File: src/rtl/dmem_port_arbiter_pkg.sv
// ----------------------------------------------------------------------------
// dmem_port_arbiter_pkg
//   Shared types and constants for the data-memory port arbiter.
//   - WORD_SIZE_P      : address/data width of the memory port
//   - STARVE_MAX_P     : default number of consecutive load grants allowed
//                        while a committed store is waiting
//   - dmem_arb_state_e : arbiter FSM states
//   - mem_req_t        : registered memory request (we/addr/data)
// ----------------------------------------------------------------------------
package dmem_port_arbiter_pkg;

    localparam int WORD_SIZE_P  = 32;
    localparam int STARVE_MAX_P = 4;

    typedef enum logic [1:0] {
        IDLE = 2'd0,
        REQ  = 2'd1,
        RESP = 2'd2
    } dmem_arb_state_e;

    typedef struct packed {
        logic                   we;
        logic [WORD_SIZE_P-1:0] addr;
        logic [WORD_SIZE_P-1:0] data;
    } mem_req_t;

endpackage

File: src/rtl/dmem_port_arbiter.sv
// ----------------------------------------------------------------------------
// dmem_port_arbiter
//   Shares the single data-memory port between execute-stage loads and the
//   store-buffer drain of committed stores. One transaction is outstanding
//   at a time; the request is registered toward memory. Loads win by
//   default, but a starvation counter and the store-buffer high-water hint
//   force a store drain so committed stores always make progress.
//
// Ports
//   clk_i, reset_n_i            clock, asynchronous active-low reset
//   rob_mispredict_i            flush: blocks new loads, kills in-flight load
//   ld_v_i/ld_addr_i/ld_ready_o load request handshake from execute
//   ld_resp_v_o/ld_resp_data_o  load data back to execute (1-cycle pulse)
//   sb_mem_v_i/sb_mem_addr_i/
//   sb_mem_data_i/sb_mem_ready_o store-buffer head drain handshake
//   sb_high_water_i             store buffer nearly full: store wins
//   mem_req_*                   registered request toward memory
//   mem_resp_v_i/mem_resp_data_i load data returning from memory
// ----------------------------------------------------------------------------
module dmem_port_arbiter
    import dmem_port_arbiter_pkg::*;
#(
    parameter int STARVE_MAX = STARVE_MAX_P
) (
    input  logic                   clk_i,
    input  logic                   reset_n_i,
    input  logic                   rob_mispredict_i,
    input  logic                   ld_v_i,
    input  logic [WORD_SIZE_P-1:0] ld_addr_i,
    output logic                   ld_ready_o,
    output logic                   ld_resp_v_o,
    output logic [WORD_SIZE_P-1:0] ld_resp_data_o,
    input  logic                   sb_mem_v_i,
    input  logic [WORD_SIZE_P-1:0] sb_mem_addr_i,
    input  logic [WORD_SIZE_P-1:0] sb_mem_data_i,
    output logic                   sb_mem_ready_o,
    input  logic                   sb_high_water_i,
    output logic                   mem_req_v_o,
    output logic                   mem_req_we_o,
    output logic [WORD_SIZE_P-1:0] mem_req_addr_o,
    output logic [WORD_SIZE_P-1:0] mem_req_data_o,
    input  logic                   mem_req_ready_i,
    input  logic                   mem_resp_v_i,
    input  logic [WORD_SIZE_P-1:0] mem_resp_data_i
);

    localparam int CNT_W = $clog2(STARVE_MAX + 1);

    dmem_arb_state_e  r_state;
    mem_req_t         r_req;
    logic [CNT_W-1:0] r_starve_cnt;
    logic             r_killed;

    logic w_idle;
    logic w_starved;
    logic w_st_grant;
    logic w_ld_grant;
    logic w_resp_fire;

    // Grant decision. Reset is folded into w_idle so the ready outputs are
    // forced low while reset is asserted, not just after the next edge.
    always_comb begin
        w_idle      = reset_n_i && (r_state == IDLE);
        w_starved   = (r_starve_cnt == CNT_W'(STARVE_MAX));
        w_st_grant  = w_idle && sb_mem_v_i &&
                      (!ld_v_i || rob_mispredict_i || sb_high_water_i || w_starved);
        w_ld_grant  = w_idle && !w_st_grant && ld_v_i && !rob_mispredict_i;
        w_resp_fire = (r_state == RESP) && mem_resp_v_i;
    end

    assign ld_ready_o     = w_ld_grant;
    assign sb_mem_ready_o = w_st_grant;

    assign mem_req_v_o    = (r_state == REQ);
    assign mem_req_we_o   = r_req.we;
    assign mem_req_addr_o = r_req.addr;
    assign mem_req_data_o = r_req.data;

    // A mispredict landing in the same cycle as the response also squashes it.
    assign ld_resp_v_o    = w_resp_fire && !r_killed && !rob_mispredict_i;
    assign ld_resp_data_o = ld_resp_v_o ? mem_resp_data_i : '0;

    always_ff @(posedge clk_i or negedge reset_n_i) begin
        if (!reset_n_i) begin
            r_state      <= IDLE;
            r_req        <= '0;
            r_starve_cnt <= '0;
            r_killed     <= 1'b0;
        end else begin
            case (r_state)
                IDLE: begin
                    if (w_st_grant) begin
                        r_req.we     <= 1'b1;
                        r_req.addr   <= sb_mem_addr_i;
                        r_req.data   <= sb_mem_data_i;
                        r_starve_cnt <= '0;
                        r_state      <= REQ;
                    end else if (w_ld_grant) begin
                        r_req.we   <= 1'b0;
                        r_req.addr <= ld_addr_i;
                        r_req.data <= '0;
                        // Only loads that bypass a waiting store count toward starvation.
                        if (sb_mem_v_i && !w_starved) begin
                            r_starve_cnt <= r_starve_cnt + CNT_W'(1);
                        end
                        r_state <= REQ;
                    end
                end
                REQ: begin
                    // The request is never retracted; a flushed load is
                    // marked and its response dropped later.
                    if (!r_req.we && rob_mispredict_i) begin
                        r_killed <= 1'b1;
                    end
                    if (mem_req_ready_i) begin
                        r_state <= r_req.we ? IDLE : RESP;
                    end
                end
                RESP: begin
                    if (mem_resp_v_i) begin
                        r_killed <= 1'b0;
                        r_state  <= IDLE;
                    end else if (rob_mispredict_i) begin
                        r_killed <= 1'b1;
                    end
                end
                default: r_state <= IDLE;
            endcase
        end
    end

    // Memory only answers loads, and only while we are waiting for one.
    a_resp_only_in_resp: assert property (
        @(posedge clk_i) disable iff (!reset_n_i)
        mem_resp_v_i |-> (r_state == RESP)
    );

endmodule

File: config.mk
export PLATFORM = sky130hd
export DESIGN_NAME = dmem_port_arbiter
export DESIGN_NICKNAME = d
export VERILOG_FILES = /design/src/rtl/dmem_port_arbiter_pkg.sv /design/src/rtl/dmem_port_arbiter.sv
export SDC_FILE = /design/constraint.sdc
export NUM_CORES = 1
export LEC_CHECK = 0
export ABC_AREA = 1
export CORE_AREA = 2 2 103 105
export CTS_BUF_LIST = sky130_fd_sc_hd__clkbuf_8
export CTS_CLUSTER_DIAMETER = 50
export CTS_CLUSTER_SIZE = 30
export DETAILED_ROUTE_END_ITERATION = 10
export DIE_AREA = 0 0 105 107
export PLACE_DENSITY = 0.82
export SETUP_SLACK_MARGIN = 0.2
export SLEW_MARGIN = 40
export SYNTH_ARGS = -nofsm -noshare
export SYNTH_HDL_FRONTEND = slang
export SYNTH_SLANG_ARGS = --single-unit
File: constraint.sdc
create_clock -name clk_i -period 1.6 [get_ports clk_i]
set_input_delay 0.24 -clock clk_i [delete_from_list [all_inputs] [get_ports clk_i]]
set_output_delay 0.24 -clock clk_i [all_outputs]
set_load 0.01 [all_outputs]
==> summary.md <==
| Metric | Value |
|---|---|
| Grt total ovfl | 0 |
| Htree depth | 3 |
| Pleak | 4.13 nW |
| Most frequent cells in the layout | nand2_1 (179), clkdlybuf4s50_1 (134), inv_1 (102) |
| Rows | 37 |
| Sink Count | 71 |
| Crit path top cell by count | buf_6 |
| Final nets | 950 |
| Max Cap Viol | 0 |
| Die span in y | 107 um |
| Tmin final | 1.88 ns |
| Number of global-route vias before repair | 4590 |
| Syn_nets | 664 |
| Cell area power density | 1370 nW/um^2 |
| Initial antenna violation count | 0 |
| Hold Fails Final Rpt | 0 |
| Avg WL per Cell | 16.4 um |
| # DRC | 0 |
| Worst EP arrival | 2.17 ns |
| Worst rel slew slack | 0.569 |
| Synth Register Bits | 71 |
| # fillers | 729 |
| First-pass GRT wire length | 23900 um |
| HPWL Detailed | 9830 um |
| Required time of the critical path | 1.89 ns |
| Setup crit start kind | register |
| CP peak stage delay | 0.42 ns |
| Layout Skew | 0.0132 ns |
| Wirelength, routed | 15600 um |
| Ant diodes | 0 |
| VDD IR max | 686 uV |
| Hold buffers post-CTS | 0 |
| R2R Path Start | r_state[0]$_DFFE_PN0P_ |
| WP buf/inv | 6 |
| Power Total | 0.0103 W |
| Avg Inst Size Synth | 7.18 um^2 |
| Yosys cell types | 24 |
| Clk slew on worst S/H paths | 0.09 ns |
| Worst R2R End | mem_req_addr_o[12]$_DFFE_PN0P_ |
| Area Growth Syn to Fin | 98.5% |
| Syn Inst Count | 526 |
| Detailed Routing Iterations Pass 1 | 4 |
| CTS tree | done |
| DR iter-0 viols | 246 |
| Core Util, Final | 0.742 |
| Mapped Area | 3770 um^2 |
| Detail Route Antenna Nets | 0 |
| Critical-path cell list | buf_6 > nor2_4 > nand2_2 > buf_6 > buf_6 > a21oi_4 > buf_6 > buf_12 > bufbuf_16 > nand3_1 > nand2_1 |
| Global Route Usage Sum | 0.274 |
| Reg2Reg Depth | 11 |
| Synth top area share | 0.471 |
| Clk_lat worst skew | 0.35 ns |
| Core area | 10100 um^2 |
| Fin crit share | 1.17 |
| # port buffers | 236 |
| Synth area leaders | dfrtp_1 (47%), nand2_1 (20%), inv_1 (11%), nand3_1 (9.0%), buf_6 (4.5%) |
| Root Buffer | clkbuf_8 |
| Failing checks | setup timing |
| Vias per inst | 4.77 |
| Final Wtd Congestion | 0.798 |
| CP max FO | 5 |
| Register area share after synthesis | 0.471 |
| CP delay by family, top | buffers and inverters |
| Hold WC Path Type | input port to async pin |
| Initial Util | 0.374 |
| Status | finished with violations |
| RSZ-0062 raised after global routing | true |
| Die area | 11200 um^2 |
| Commonest non-fill, non-tap cell in the layout | nand2_1 |
| Vias | 4550 |
| Max Buffers Root-to-Sink | 2 |
| Number of setup violations in the final report | 102 |
| Worst slew pin tran | 0.647 ns |
| Leading area contributor after synthesis | dfrtp_1 |
| IO Count | 237 |
| Die width | 105 um |
| CTS Buf Count | 9 |
| Fin. max-slew vios | 0 |
| Crit Path Class | register to register |
| Slowest stage cell, crit path | dfrtp_1 |
| Storage cell area | 1780 um^2 |
| Largest net degree at the start of global routing | 72 |
| R2R Setup Slk | -0.28 ns |
| Multi-input logic area | 1650 um^2 |
| Max Freq | 532 MHz |
| Yosys warns | 0 |
| Layout cells sized above 1 | 0.226 |
| Critical path capture point type | register |
| Post-route setup slack | -0.279 ns |
==> stage by stage <==
step | instances | TNS [ns] | area (um^2) | setup slack, ns | hold WS, ns
after global routing | 953 | -29.90 | 7490 | -0.368 | 0.0684
after global placement | 892 | -36.54 | 6410 | -0.596 | 0.453
final | 953 | -23.19 | 7490 | -0.279 | 0.0201
after detailed placement | 892 | -39.19 | 6410 | -0.657 | 0.437
after floorplan | 526 | 0 | 3920 | 0.133 | -0.0556
after CTS | 943 | -15.38 | 7280 | -0.216 | 0.0464
==> layout make-up <==
cell class / instances / area share
Timing Repair Buffer: 300 / 0.429
Sequential cell: 71 / 0.237
Multi-Input combinational cell: 320 / 0.221
Inverter: 109 / 0.0569
Tap cell: 136 / 0.0227
Clock buffer: 9 / 0.0165
Clock inverter: 7 / 0.0160
Timing Repair inverter: 1 / 0.00150
==> registers in the layout (all words and copies together) (netlist names) <==
signal          cells
mem_req_we_o        1
mem_req_data_o     32
r_starve_cnt        3
r_state             2
mem_req_addr_o     32
r_killed            1
==> cell families after synthesis <==
family	after synthesis	share of synthesized area
flip-flops	71	0.471
buffers and inverters	135	0.169
AO/OA/AOI/OAI	9	0.0156
XOR/XNOR	1	0.00232
AND/OR/NAND/NOR	308	0.336
adder cells (fa/ha/maj)	2	0.00663
==> timing repair <==
| item | CTS | global route |
|---|---|---|
| endpoints found under the setup margin | 170 | 106 |
| pin swaps | 9 | 7 |
| buffers inserted | 21 | 9 |
| gates cloned | 14 | 1 |
| resized for setup | 288 | 38 |
==> cells in the mapped netlist, drive strengths merged <==
library cell  count
nand2           199
inv             109
dfrtp            71
nand3            69
nor2             37
buf              25
o21ai             6
a21oi             2
ha                2
or2               2
clkbuf            1
nor3              1
o211ai            1
xor2              1
==> worst max-delay path by stage <==
| stage | startpoint | to | slack (ns) | cells past startpoint |
|---|---|---|---|---|
| 2_1_floorplan | r_starve_cnt[0]$_DFFE_PN0P_ | ld_ready_o | 0.13 | 8 |
| 3_3_place_gp | rob_mispredict_i | ld_resp_data_o[17] | -0.60 | 7 |
| 3_5_place_dp | rob_mispredict_i | ld_resp_data_o[20] | -0.66 | 7 |
| 4_1_cts | r_state[1]$_DFFE_PN0P_ | ld_ready_o | -0.22 | 7 |
| 5_1_grt | r_killed$_DFFE_PN0P_ | ld_resp_data_o[23] | -0.37 | 6 |
| 6_report | r_state[0]$_DFFE_PN0P_ | mem_req_addr_o[12]$_DFFE_PN0P_ | -0.28 | 11 |
==> per-layer routing <==
metal	share of wire	global-route usage	up-vias
met1	0.35	0.292	2132
met3	0.083	0.0772	42
met2	0.53	0.498	246
met5	0	0	-
met4	0.037	0.135	0
li1	-	-	2130
==> power by group <==
group | leakage (nW) | total [W] | internal (W) | switching (W)
Combinational | 3.12 | 0.00537 | 0.00282 | 0.00256
Clock | 0.120 | 0.00177 | 0.00104 | 0.000732
Sequential | 0.892 | 0.00311 | 0.00262 | 0.000493
Total | 4.13 | 0.0103 | 0.00648 | 0.00378
Note: power is estimated with default switching activity, not from simulation.
==> edit 1: new RTL, same settings <==
Encoding of `dmem_arb_state_e`: now one-hot (3 bits for 3 states).
--- a/src/rtl/dmem_port_arbiter_pkg.sv
+++ b/src/rtl/dmem_port_arbiter_pkg.sv
@@ -12,10 +12,10 @@
     localparam int WORD_SIZE_P  = 32;
     localparam int STARVE_MAX_P = 4;
 
-    typedef enum logic [1:0] {
-        IDLE = 2'd0,
-        REQ  = 2'd1,
-        RESP = 2'd2
+    typedef enum logic [2:0] {
+        IDLE = 3'b001,
+        REQ  = 3'b010,
+        RESP = 3'b100
     } dmem_arb_state_e;
 
     typedef struct packed {
Behaviour: same outputs for any inputs over 10 cycles, from zero or initial values and one cycle with reset_n_i low; not proved beyond that.
==> edit 1 against the original RTL <==
Cell area increased by 16%; area after synthesis increased by 0.43%; global-route usage increased by 5.6 points; total power increased by 6.4%; final cell count increased by 3.5%; sequential power increased by 8.7%; the run still ends with setup timing left; largest cell class unchanged; clock skew increased by 5.0 ps; setup slack got worse by 220 ps; synthesized cell count increased by 2.1%; sequential cell count increased by 1; combinational power increased by 14%; routed wire length increased by 38%.
==> edit 1: results (changes against the original RTL) <==
* Run status: finished with violations
* Main area contributors after synthesis: dfrtp_1 (47%), nand2_1 (20%), inv_1 (11%), nand3_1 (9.0%), nor2_1 (3.6%)
* Async S/R FF share, synth at 1.00 (unchanged)
* # diodes at 0 (unchanged)
* Final WL at 21500 um (+38%)
* Iter 0 DRT Violations at 348 (+41%)
* Port buffer count at 236 (unchanged)
* Max incr delay on CP at 400 ps (-20 ps)
* Clock Path Buffers at 2 (unchanged)
* Syn nets at 675 (+1.7%)
* Setup Skew at 18.1 ps (+4.98 ps)
* CP delay by family, top: simple AND/OR/NAND/NOR gates
* Crit-path slowest cell: dfstp_2
* First-pass GRT wire length at 28600 um (+20%)
* Vias at 5170 (+14%)
* Largest net degree at the start of global routing at 55 (-24%)
* Placed cell area at 6580 sq um (+2.6%)
* Slew @ Worst Pin at 689 ps (+41.7 ps)
* Clock slew at reported path FFs at 100 ps
* Yosys cell types at 25 (+4.2%)
* VDD IR max at 0.806 mV (+18%)
* Htree depth at 3 (unchanged)
* Sequential-to-total area share from yosys stat at 0.476 (+0.00491)
* Failing checks: setup timing
* Synth warn at 0 (unchanged)
* Hold Crit Class: in2async
* CTS buffer count at 9 (unchanged)
* Root Buffer: clkbuf_8
* Worst reg2reg setup slack at -370 ps (-90 ps)
* Final Net Count at 983 (+3.5%)
* Vias in the first global route at 5370 (+17%)
* DR pass1 iterations at 8 (+4)
* Initial antenna violation count at 0 (unchanged)
* GRT Util Overall at 0.330 (+0.0558)
* Setup Viol. Count Final at 107 (+4.9%)
* Dpl hpwl at 9920 um (+0.86%)
* Later-pin clock latency in the skew report at 350 ps (about the same)
* Fin worst setup slack at -501 ps (-221 ps)
* Ratio of cells with drive above 1 in the final layout at 0.412 (+0.185)
* LEAKAGE at 4.40 nW (+6.6%)
* Critical Path AT at 1860 ps (-310 ps)
* CP Max Fanout at 5 (unchanged)
* Synth top cells by count: nand2_1 (204), inv_1 (109), dfrtp_1 (71)
* Routability cong. at 0.796 (-0.20%)
edit 1: cells by family after synthesis:
kind of cell / synth area share
flops: 0.476
buf+inv: 0.159
fa+ha+maj: 0.00660
compound gates: 0.0119
simple gates: 0.347
edit 1: area by class of cell:
| type | count | area [sq um] |
|---|---|---|
| Tap cell | 136 | 170 |
| Sequential cell | 72 | 1800 |
| Fill cell | 456 | 1440 |
| Clock buffer | 9 | 124 |
| Multi-Input combinational cell | 328 | 2500 |
| Clock inverter | 7 | 62.6 |
| Timing Repair inverter | 3 | 33.8 |
| Inverter | 112 | 435 |
| Timing Repair Buffer | 319 | 3530 |
edit 1: final timing paths:
check,start,end,depth (start not counted)
max in group asynchronous,reset_n_i,r_state[0]$_DFFE_PN1P_,3
max reg2reg,r_state[0]$_DFFE_PN1P_,mem_req_addr_o[16]$_DFFE_PN0P_,10
min reg2reg,mem_req_data_o[27]$_DFFE_PN0P_,mem_req_data_o[27]$_DFFE_PN0P_,2
min in group clk_i,sb_mem_data_i[23],mem_req_data_o[23]$_DFFE_PN0P_,3
min,reset_n_i,r_starve_cnt[2]$_DFFE_PN0P_,2
max,r_state[0]$_DFFE_PN1P_,ld_resp_data_o[5],8
edit 1: report_power, final:
group | switching (mW) | internal [mW] | total [mW]
registers | 0.757 | 2.62 | 3.38
clock network | 0.828 | 0.596 | 1.42
logic | 3.06 | 3.05 | 6.11
total | 4.65 | 6.27 | 10.9
edit 1: metal layers:
layer | up-vias | global-route usage | routed length (um)
met5 | - | 0 | 0
met4 | 0 | 0.169 | 1520
met3 | 143 | 0.0851 | 1900
met2 | 384 | 0.576 | 10600
met1 | 2438 | 0.373 | 7420
li1 | 2205 | - | -
edit 1: metrics by stage:
stage | hold WS [ps] | worst slack [ps] | cells | TNS [ps]
2_1_floorplan | -55.6 | 74.6 | 537 | 0
3_3_place_gp | 243 | -490 | 909 | -29420
3_5_place_dp | 250 | -526 | 909 | -31220
4_1_cts | 63.6 | -341 | 976 | -22370
5_1_grt | 104 | -550 | 986 | -36050
6_report | 63.3 | -501 | 986 | -30990
edit 1: what timing repair did:
action	CTS	global route
hold endpoints to repair	17	0
buffers inserted	28	9
pin swaps	70	69
resized for setup	376	144
cloned	22	1
hold buffers	1	0
endpoints found under the setup margin	172	108
==> edit 2: new RTL, same settings <==
Made on the original files. Change the package constant `STARVE_MAX_P` from 4 to 8.
--- a/src/rtl/dmem_port_arbiter_pkg.sv
+++ b/src/rtl/dmem_port_arbiter_pkg.sv
@@ -10,7 +10,7 @@
 package dmem_port_arbiter_pkg;
 
     localparam int WORD_SIZE_P  = 32;
-    localparam int STARVE_MAX_P = 4;
+    localparam int STARVE_MAX_P = 8;
 
     typedef enum logic [1:0] {
         IDLE = 2'd0,
Behaviour: no difference found for any inputs over 10 cycles, from zero or initial values and one cycle with reset_n_i low; that may be too few to reach the edited logic, so the function may still have changed.
==> edit 2 against the original RTL <==
The flow still finishes with violations (setup timing); total power fell by 11%; setup slack improved by 18 ps; critical path depth fell by 3; via count fell by 2.6%; clock power fell by 16%; sequential cell count rose by 1; area after synthesis rose by 2.1%; cell area fell by 8.7%; clock skew fell by 1.4 ps; routed wire length fell by 14%; largest power group unchanged.
==> edit 2: results (changes against the original RTL) <==
* Reg2Reg Depth at 9 (-2)
* Critical Path AT at 1620 ps (-550 ps)
* Critical path startpoint: r_state[1]$_DFFE_PN0P_
* Routability cong. at 0.829 (+3.9%)
* M1 GR Usage at 0.237 (-0.0546)
* Inverter count at 108 (-1.8%)
* Largest net degree at the start of global routing at 55 (-24%)
* # diodes at 1 (+1)
* Clock power share at 0.162 (-0.011)
* Layout Cells excl Fill at 946 (-0.73%)
* Vias at 4433 (-2.6%)
* DR pass1 iterations at 5 (+1)
* Postcts setup bufs at 8 (-62%)
* VDD IR max at 0.766 mV (+12%)
* CP delay by family, top: simple AND/OR/NAND/NOR gates
* Setup Viol. Count Final at 70 (-31%)
* Port buffer count at 236 (unchanged)
* Register share of the cell area at 0.263 (+0.0262)
* Inst Count DP at 909 (+1.9%)
* Int Pwr at 5.72 mW (-12%)
* Post_cts resized at 240 (-17%)
* Signal buffers at 286 (-4.7%)
* Worst reg2reg setup slack at -90 ps (+190 ps)
* LEAKAGE at 3.85 nW (-6.6%)
* GR Layer Usage met2 at 0.433 (-0.0654)
* Main area contributors after synthesis: dfrtp_1 (47%), nand3_1 (17%), nand2_1 (14%), inv_1 (10%), nor2_1 (3.8%)
* Final Net Count at 942 (-0.84%)
* Failing checks: setup timing
* M1 wire length at 4780 um (-13%)
* Initial antenna violation count at 1 (+1)
* Ratio of cells with drive above 1 in the final layout at 0.161 (-0.0657)
* Clock Buffer Count at 11 (+2)
* Iter 0 DRT Violations at 218 (-11%)
* Hold_buf cts at 1 (+1)
* Yosys cell types at 21 (-13%)
* Run status: finished with violations
* Crit Reg-Reg Endpoint: mem_req_addr_o[31]$_DFFE_PN0P_
* Fin worst setup slack at -261 ps (+17.8 ps)
* XOR/XNOR share of the synthesized area at 0 (-0.00232)
* Clock-cell share at 0.0302 (-0.00240)
* FF+latch count at 72 (+1.4%)
* Compound-Gate Fraction of Synth Area at 0.00844 (-0.00713)
* Combinational gate power at 4.48 mW (-17%)
* CP Max Fanout at 16 (+11)
* Net Sw Power at 3.37 mW (-11%)
* Setup crit end: ld_resp_data_o[3]
* Syn nets at 679 (+2.3%)
* Sequential-to-total area share from yosys stat at 0.468 (-0.00298)
* Routed wl met3 at 1020 um (-20%)
* Max incr delay on CP at 400 ps (-20 ps)
* Multi-input gates at 327 (+2.2%)
* Fillers at 875 (+20%)
* First-pass GRT wire length at 20500 um (-14%)
* Synth top cells by count: nand2_1 (139), nand3_1 (133), inv_1 (105)
* Metal2 WL at 7280 um (-11%)
* Post-synthesis instance total at 541 (+2.9%)
* Adder-cell share of the synthesized area at 0.00650 (-0.000133)
* Drt wl/cell at 14.2 um (-13%)
* Dpl hpwl at 9840 um (about the same)
edit 2: worst min-delay path by stage:
| stage | to | cells after the start |
|---|---|---|
| floorplan | mem_req_addr_o[0]$_DFFE_PN0P_ | 0 |
| global placement | mem_req_we_o$_DFFE_PN0P_ | 2 |
| detailed placement | mem_req_we_o$_DFFE_PN0P_ | 2 |
| CTS | mem_req_data_o[23]$_DFFE_PN0P_ | 2 |
| global route | mem_req_data_o[24]$_DFFE_PN0P_ | 2 |
| finish | mem_req_addr_o[12]$_DFFE_PN0P_ | 2 |
edit 2: through the flow:
stage	hold WS, ps	setup TNS [ps]	setup WS [ps]	area [sq um]
5_1_grt	123	-16780	-359	6840
3_5_place_dp	254	-34210	-517	6440
3_3_place_gp	244	-30020	-462	6440
2_1_floorplan	-55.6	0	176	3870
6_report	75.3	-9330	-261	6840
4_1_cts	96.5	-6990	-273	6580
